**config.mk**
```make
export PLATFORM = sky130hd
export DESIGN_NAME = cntr_cascade
export DESIGN_NICKNAME = d
export VERILOG_FILES = /design/src/rtl/four_bit_sync_cntr_beh_pkg.sv /design/src/rtl/cntr_cascade.sv /design/src/rtl/four_bit_sync_cntr_beh.sv
export SDC_FILE = /design/constraint.sdc
export NUM_CORES = 1
export LEC_CHECK = 0
export BUFFER_PORTS_ARGS = -buffer_cell sky130_fd_sc_hd__buf_2
export CAP_MARGIN = 20
export CORE_AREA = 2 2 39 41
export CTS_CLUSTER_DIAMETER = 50
export CTS_CLUSTER_SIZE = 12
export DETAILED_ROUTE_END_ITERATION = 8
export DIE_AREA = 0 0 41 43
export PLACE_DENSITY = 0.59
export SYNTH_ARGS = -nofsm -noshare
export SYNTH_HDL_FRONTEND = slang
export SYNTH_HIERARCHICAL = 1
export SYNTH_SLANG_ARGS = --single-unit
```
**constraint.sdc**
```tcl
create_clock -name clk -period 1.2 [get_ports clk]
set_clock_uncertainty 0.1 [all_clocks]
set_input_delay 0.18 -clock clk [delete_from_list [all_inputs] [get_ports clk]]
set_output_delay 0.18 -clock clk [all_outputs]
set_load 0.01 [all_outputs]
```
**src/rtl/four_bit_sync_cntr_beh_pkg.sv**
```systemverilog
// Shared constants for the synchronous counter building block and its cascade wrapper.
package four_bit_sync_cntr_beh_pkg;

    localparam int CNT_WIDTH = 4;
    localparam logic [CNT_WIDTH-1:0] CNT_MAX = '1;

endpackage

```
**src/rtl/cntr_cascade.sv**
```systemverilog
// Chains N counter stages through carry -> cnt_en to form a wider synchronous counter.
module cntr_cascade
    import four_bit_sync_cntr_beh_pkg::*;
#(
    parameter int N = 2
) (
    input  logic                   rstn,
    input  logic                   clk,
    input  logic                   cnt_en,
    output logic [N*CNT_WIDTH-1:0] count,
    output logic                   carry
);

    logic [N:0] en_chain;

    assign en_chain[0] = cnt_en;

    generate
        for (genvar gi = 0; gi < N; gi++) begin : g_stage
            four_bit_sync_cntr_beh #(.WIDTH(CNT_WIDTH)) u_stage (
                rstn,
                clk,
                en_chain[gi],
                count[gi*CNT_WIDTH +: CNT_WIDTH],
                en_chain[gi+1]
            );
        end
    endgenerate

    assign carry = en_chain[N];

endmodule

```
**src/rtl/four_bit_sync_cntr_beh.sv**
```systemverilog
// Synchronous up-counter with count enable and a combinational terminal-count carry
// that drives the next stage's enable when stages are chained.
module four_bit_sync_cntr_beh
    import four_bit_sync_cntr_beh_pkg::*;
#(
    parameter int WIDTH = CNT_WIDTH
) (
    input  logic             rstn,
    input  logic             clk,
    input  logic             cnt_en,
    output logic [WIDTH-1:0] count,
    output logic             carry
);

    localparam logic [WIDTH-1:0] MAX_VAL = '1;
    localparam logic [WIDTH-1:0] ONE     = WIDTH'(1);

    logic [WIDTH-1:0] count_reg;
    logic [WIDTH-1:0] count_next;

    always_comb begin
        count_next = count_reg + ONE;
    end

    // Reset wins over enable; the all-ones value wraps naturally to zero.
    always_ff @(posedge clk) begin
        if (!rstn) begin
            count_reg <= '0;
        end else if (cnt_en) begin
            count_reg <= count_next;
        end
    end

    // Left unregistered so an upper stage advances on the same edge this stage wraps.
    assign carry = cnt_en & (count_reg == MAX_VAL);
    assign count = count_reg;

endmodule

```
After elaboration in Yosys (flattened, before gate mapping)
Cells that the tools add are included.
{"block": "totals", "in_bits": 3, "out_inout_bits": 9, "wordCells": 8, "register_bits": 8}
{"block": "op_classes", "eq_ne": 2, "add_sub_neg": 2, "bitwise_logic": 2}
{"op": "adder 4 x 1 -> 4 bit, second input constant", "count": 2}
{"op": "equality test 4 bit, second input constant", "count": 2}
{"op": "bitwise AND 1 bit", "count": 2}

Depth between registers and ports, before layout
{"block": "depth", "word_depth": 3, "mapped_depth": 4, "ltp_nobuf": 4}

Cells and area by module
The synthesis kept the hierarchy.
{"module": "four_bit_sync_cntr_beh", "cells_each": 18, "area_per_inst_um2": 187.7, "instances": 2, "seq_area_each_um2": 80.1}

Worst setup path before layout
OpenSTA, ideal clock, no wires.
{"block": "synth_path", "path_kind": "register -> output", "startpoint": "register g_stage[0].u_stage.count_reg[0]", "endpoint": "output port carry", "t_arrival_ps": 1182, "path_slack_ps": -262, "stages_incl_launch_ff": 4, "n_path_buf": 0, "cell_sequence": "dfxtp_1 > ha_1 > and4_2 > and4_2"}
{"block": "synth_via", "elab_chain_cells": 3}
{"item": "start, declared", "line_no": "four_bit_sync_cntr_beh.sv:18", "text": "logic [WIDTH-1:0] count_reg;"}
{"item": "start signal, assigned", "line_no": "four_bit_sync_cntr_beh.sv:30", "text": "count_reg <= count_next;"}
{"item": "equality test 4 bit", "line_no": "four_bit_sync_cntr_beh.sv:35", "text": "assign carry = cnt_en & (count_reg == MAX_VAL);"}
{"item": "bitwise AND 1 bit", "line_no": "four_bit_sync_cntr_beh.sv:35"}
{"item": "net en_chain[1]", "line_no": "cntr_cascade.sv:14", "text": "logic [N:0] en_chain;"}
{"item": "bitwise AND 1 bit", "line_no": "four_bit_sync_cntr_beh.sv:35"}
{"item": "end, declared", "line_no": "cntr_cascade.sv:11", "text": "output logic carry"}
The timed path passes the listed nets, and every way through them passes these cells.

Worst setup path after layout
{"block": "layout_path", "startpoint": "register g_stage[0].u_stage.count_reg[1]", "endpoint": "output port carry"}
The elaborated chain is that of the path after synthesis.

==> key figures <==
Setup path
  • Startpoint Class: flip-flop
  • CP Class: reg2out
  • FF-to-FF Start: g_stage[0].u_stage/count[1]
  • Worst Path Buf+Inv: 1
  • Crit path max fanout: 2
  • Worst R2R Setup Slack: -0.24 ns
  • Crit path to: carry
  • CP max stage delay: 0.35 ns
  • Crit path arrival time: 1.24 ns
  • Crit-path cells: ha_4 -> and4_4 -> and4_4 -> buf_6
  • Worst r2r dst: g_stage[1].u_stage/count[2]
  • CP delay by family, top: simple AND/OR/NAND/NOR gates
  • Most used cell, CP: and4_4
  • CP max stage cell: dfxtp_4
  • Worst endpoint required time: 0.92 ns
  • Register-to-Register Path Depth: 7
  • CP Depth: 4
  • CP endpoint kind: output pin
  • CP startpoint: g_stage[0].u_stage/count[1]

STA
  • Worst relative slew slack: 0.912
  • Pins Over Slew Limit: 0
  • Fin crit period: roughly 1.5 ns
  • Worst setup margin: -0.323 ns
  • Unrepaired setup endpoints after global routing: yes
  • Fin crit share: 1.27
  • Fmax: 656 MHz
  • Final Hold Fails: 0
  • Tightest Pin Transition: between 0.1 and 0.15 ns
  • Final setup violation count: 5

Clock network
  • TritonCTS clock tree: done
  • Cts hold-fix bufs: 0
  • CTS root buffer: clkbuf_4
  • Cts bufs inserted: 3
  • CTS sink cnt: 8
  • Worst-path clk slew: 0.06 ns
  • H-tree levels: 1
  • Clock Latency Late Sink: 0.25 ns
  • Clock buffer depth: 2

Pwr
  • Peak VDD IR: 0.501 mV
  • Total power: ~0.56 mW
  • LEAKAGE: 0.327 nW
  • P per Cell Area: 911 nW/µm²

Logic synthesis
  • Unique cell type count in the Yosys netlist: 13
  • Synth warn: 6
  • Post-Syn Nets: 41
  • Register area share after synthesis: 0.427
  • Cells after Synth: 36
  • Number of synthesized register bits: 8
  • Mapped Area: 375 µm²
  • Average size of a mapped cell: 10.4 µm²

Finish
  • Nets@finish: 69
  • # diodes: 0
  • Largest register FFs: 8
  • Area delta synth->final: 64.7%
  • Fin cells: 79
  • Share of layout cells above drive strength 1: 0.587
  • Finished Cell Area: 618 µm²

Floorplanning
  • Die ar.: 1760 µm²
  • # rows: 14
  • Chip height: 43 µm
  • Die width: 41 µm
  • Boundary Pins: 12
  • Initial Util: 0.271
  • Core Box Area: 1380 µm²

Route
  • Vias/cell: 4.47
  • DRT Pass-1 Iters: 4
  • Antenna-violating nets left: 0
  • Total wire length: 777 µm
  • Vias: 353
  • # DRC: 0
  • Drt initial violations: 6
  • Wirelength per Cell: between 9 and 10 µm

GRT
  • Vias in the first global route: 327
  • GRT Overall Usage: 0.117
  • Largest net degree at the start of global routing: 7
  • Initial antenna violation count: 0
  • First-pass GRT wire length: between 1000 and 1500 µm
  • Grt total ovfl: 0

Status
  • Failing checks: setup timing
  • Status: complete, but fails checks

Place
  • Area after DPL: between 500 and 600 µm²
  • Post-DP HPWL: 610 µm
  • Cell total after placement: 73
  • Port bufs: 11
  • Routability-driven placement congestion ratio: 0.649

Job
  • Max_cap viols: 0

Hold path
  • HP Class: in2reg
worst min-delay path, cell delays in order:
cell and delay, ns:
buf_2 0.13, nand2_1 0.06, mux2i_1 0.06
power by group:
group	switching, mW	leakage (nW)	internal, mW	total (mW)
clock	0.0921	0.0150	0.127	0.219
combinational	0.0311	0.246	0.0326	0.0637
sequential	0.00636	0.0661	0.274	0.280
total	0.130	0.327	0.433	0.563
cells in the mapped netlist:
cell	number	area [µm²]
xnor2_1	2	17.5
nor2_1	4	15.0
ha_1	2	25.0
mux2i_1	4	40.0
nand4_2	2	25.0
inv_1	2	7.51
nand2_1	2	7.51
dfxtp_1	8	160
and4_2	2	20.0
a21bo_2	2	20.0
a21oi_1	2	10.0
nand3b_1	2	15.0
nand2b_1	2	12.5
how the worst min path moves through the flow:
stage | from | endpoint | slack (ns) | cells after the start
floorplan | rstn | g_stage[0].u_stage/count[0] | 0.22 | 2
global placement | g_stage[1].u_stage/count[3] | g_stage[1].u_stage/count[3] | 0.38 | 2
detailed placement | g_stage[1].u_stage/count[3] | g_stage[1].u_stage/count[3] | 0.39 | 2
CTS | rstn | g_stage[0].u_stage/count[3] | 0.13 | 3
global route | rstn | g_stage[1].u_stage/count[3] | 0.13 | 3
finish | rstn | g_stage[1].u_stage/count[3] | 0.14 | 3
kinds of logic (layout without fill, tap and decap cells):
group / Yosys count / in the layout / share of synthesized area
fa+ha+maj: 2 / 2 / 0.0667
flops: 8 / 8 / 0.427
buf+inv: 2 / 29 / 0.0200
mux: 4 / 4 / 0.107
xor+xnor: 2 / 2 / 0.0467
compound gates: 4 / 4 / 0.0800
simple gates: 14 / 14 / 0.253
repair_timing:
| item | 4_1_cts | 5_1_grt |
|---|---|---|
| cloned | 0 | 0 |
| gates resized for setup | 6 | 0 |
| setup endpoints to repair | 5 | 5 |
| setup buffers | 2 | 0 |
| pin swaps | 6 | 4 |
per-stage QoR:
step | setup slack (ns) | TNS [ns] | hold WS [ns] | util
2_1_floorplan | -0.0663 | -0.0663 | 0.223 | -
3_3_place_gp | -0.0694 | -0.170 | 0.380 | 0.396
3_5_place_dp | -0.0909 | -0.263 | 0.391 | 0.396
4_1_cts | -0.344 | -1.22 | 0.128 | 0.447
5_1_grt | -0.375 | -1.36 | 0.126 | 0.447
6_report | -0.323 | -1.13 | 0.136 | 0.447
layout make-up:
cell class              count  area, µm²
well taps                  16       20.0
flip-flops and latches      8        168
inverters                   2       7.51
fillers                   136        766
repair buffers             23        163
multi-input cells          26        234
clock buffers               4       26.3
layout by cell type, fill, tap and decap left out, types with 2 or more instances in the layout:
cell / netlist / layout
nand4_2: 2 / 2
a21bo_2: 2 / 2
clkbuf_4: 0 / 3
inv_1: 2 / 2
dfxtp_1: 8 / 6
nand3b_1: 2 / 2
nand2_1: 2 / 2
dfxtp_4: 0 / 2
buf_4: 0 / 9
nor2_1: 4 / 4
buf_2: 0 / 10
and4_4: 0 / 2
mux2i_1: 4 / 4
buf_6: 0 / 4
nand2b_1: 2 / 2
routing by layer:
layer	vias up	global-route usage	routed length, µm
li1	182	-	-
met1	162	0.133	351
met2	9	0.159	374
met3	0	0.0471	51
met4	0	0.100	0
met5	-	0	0
(Power assumes the default switching activity.)
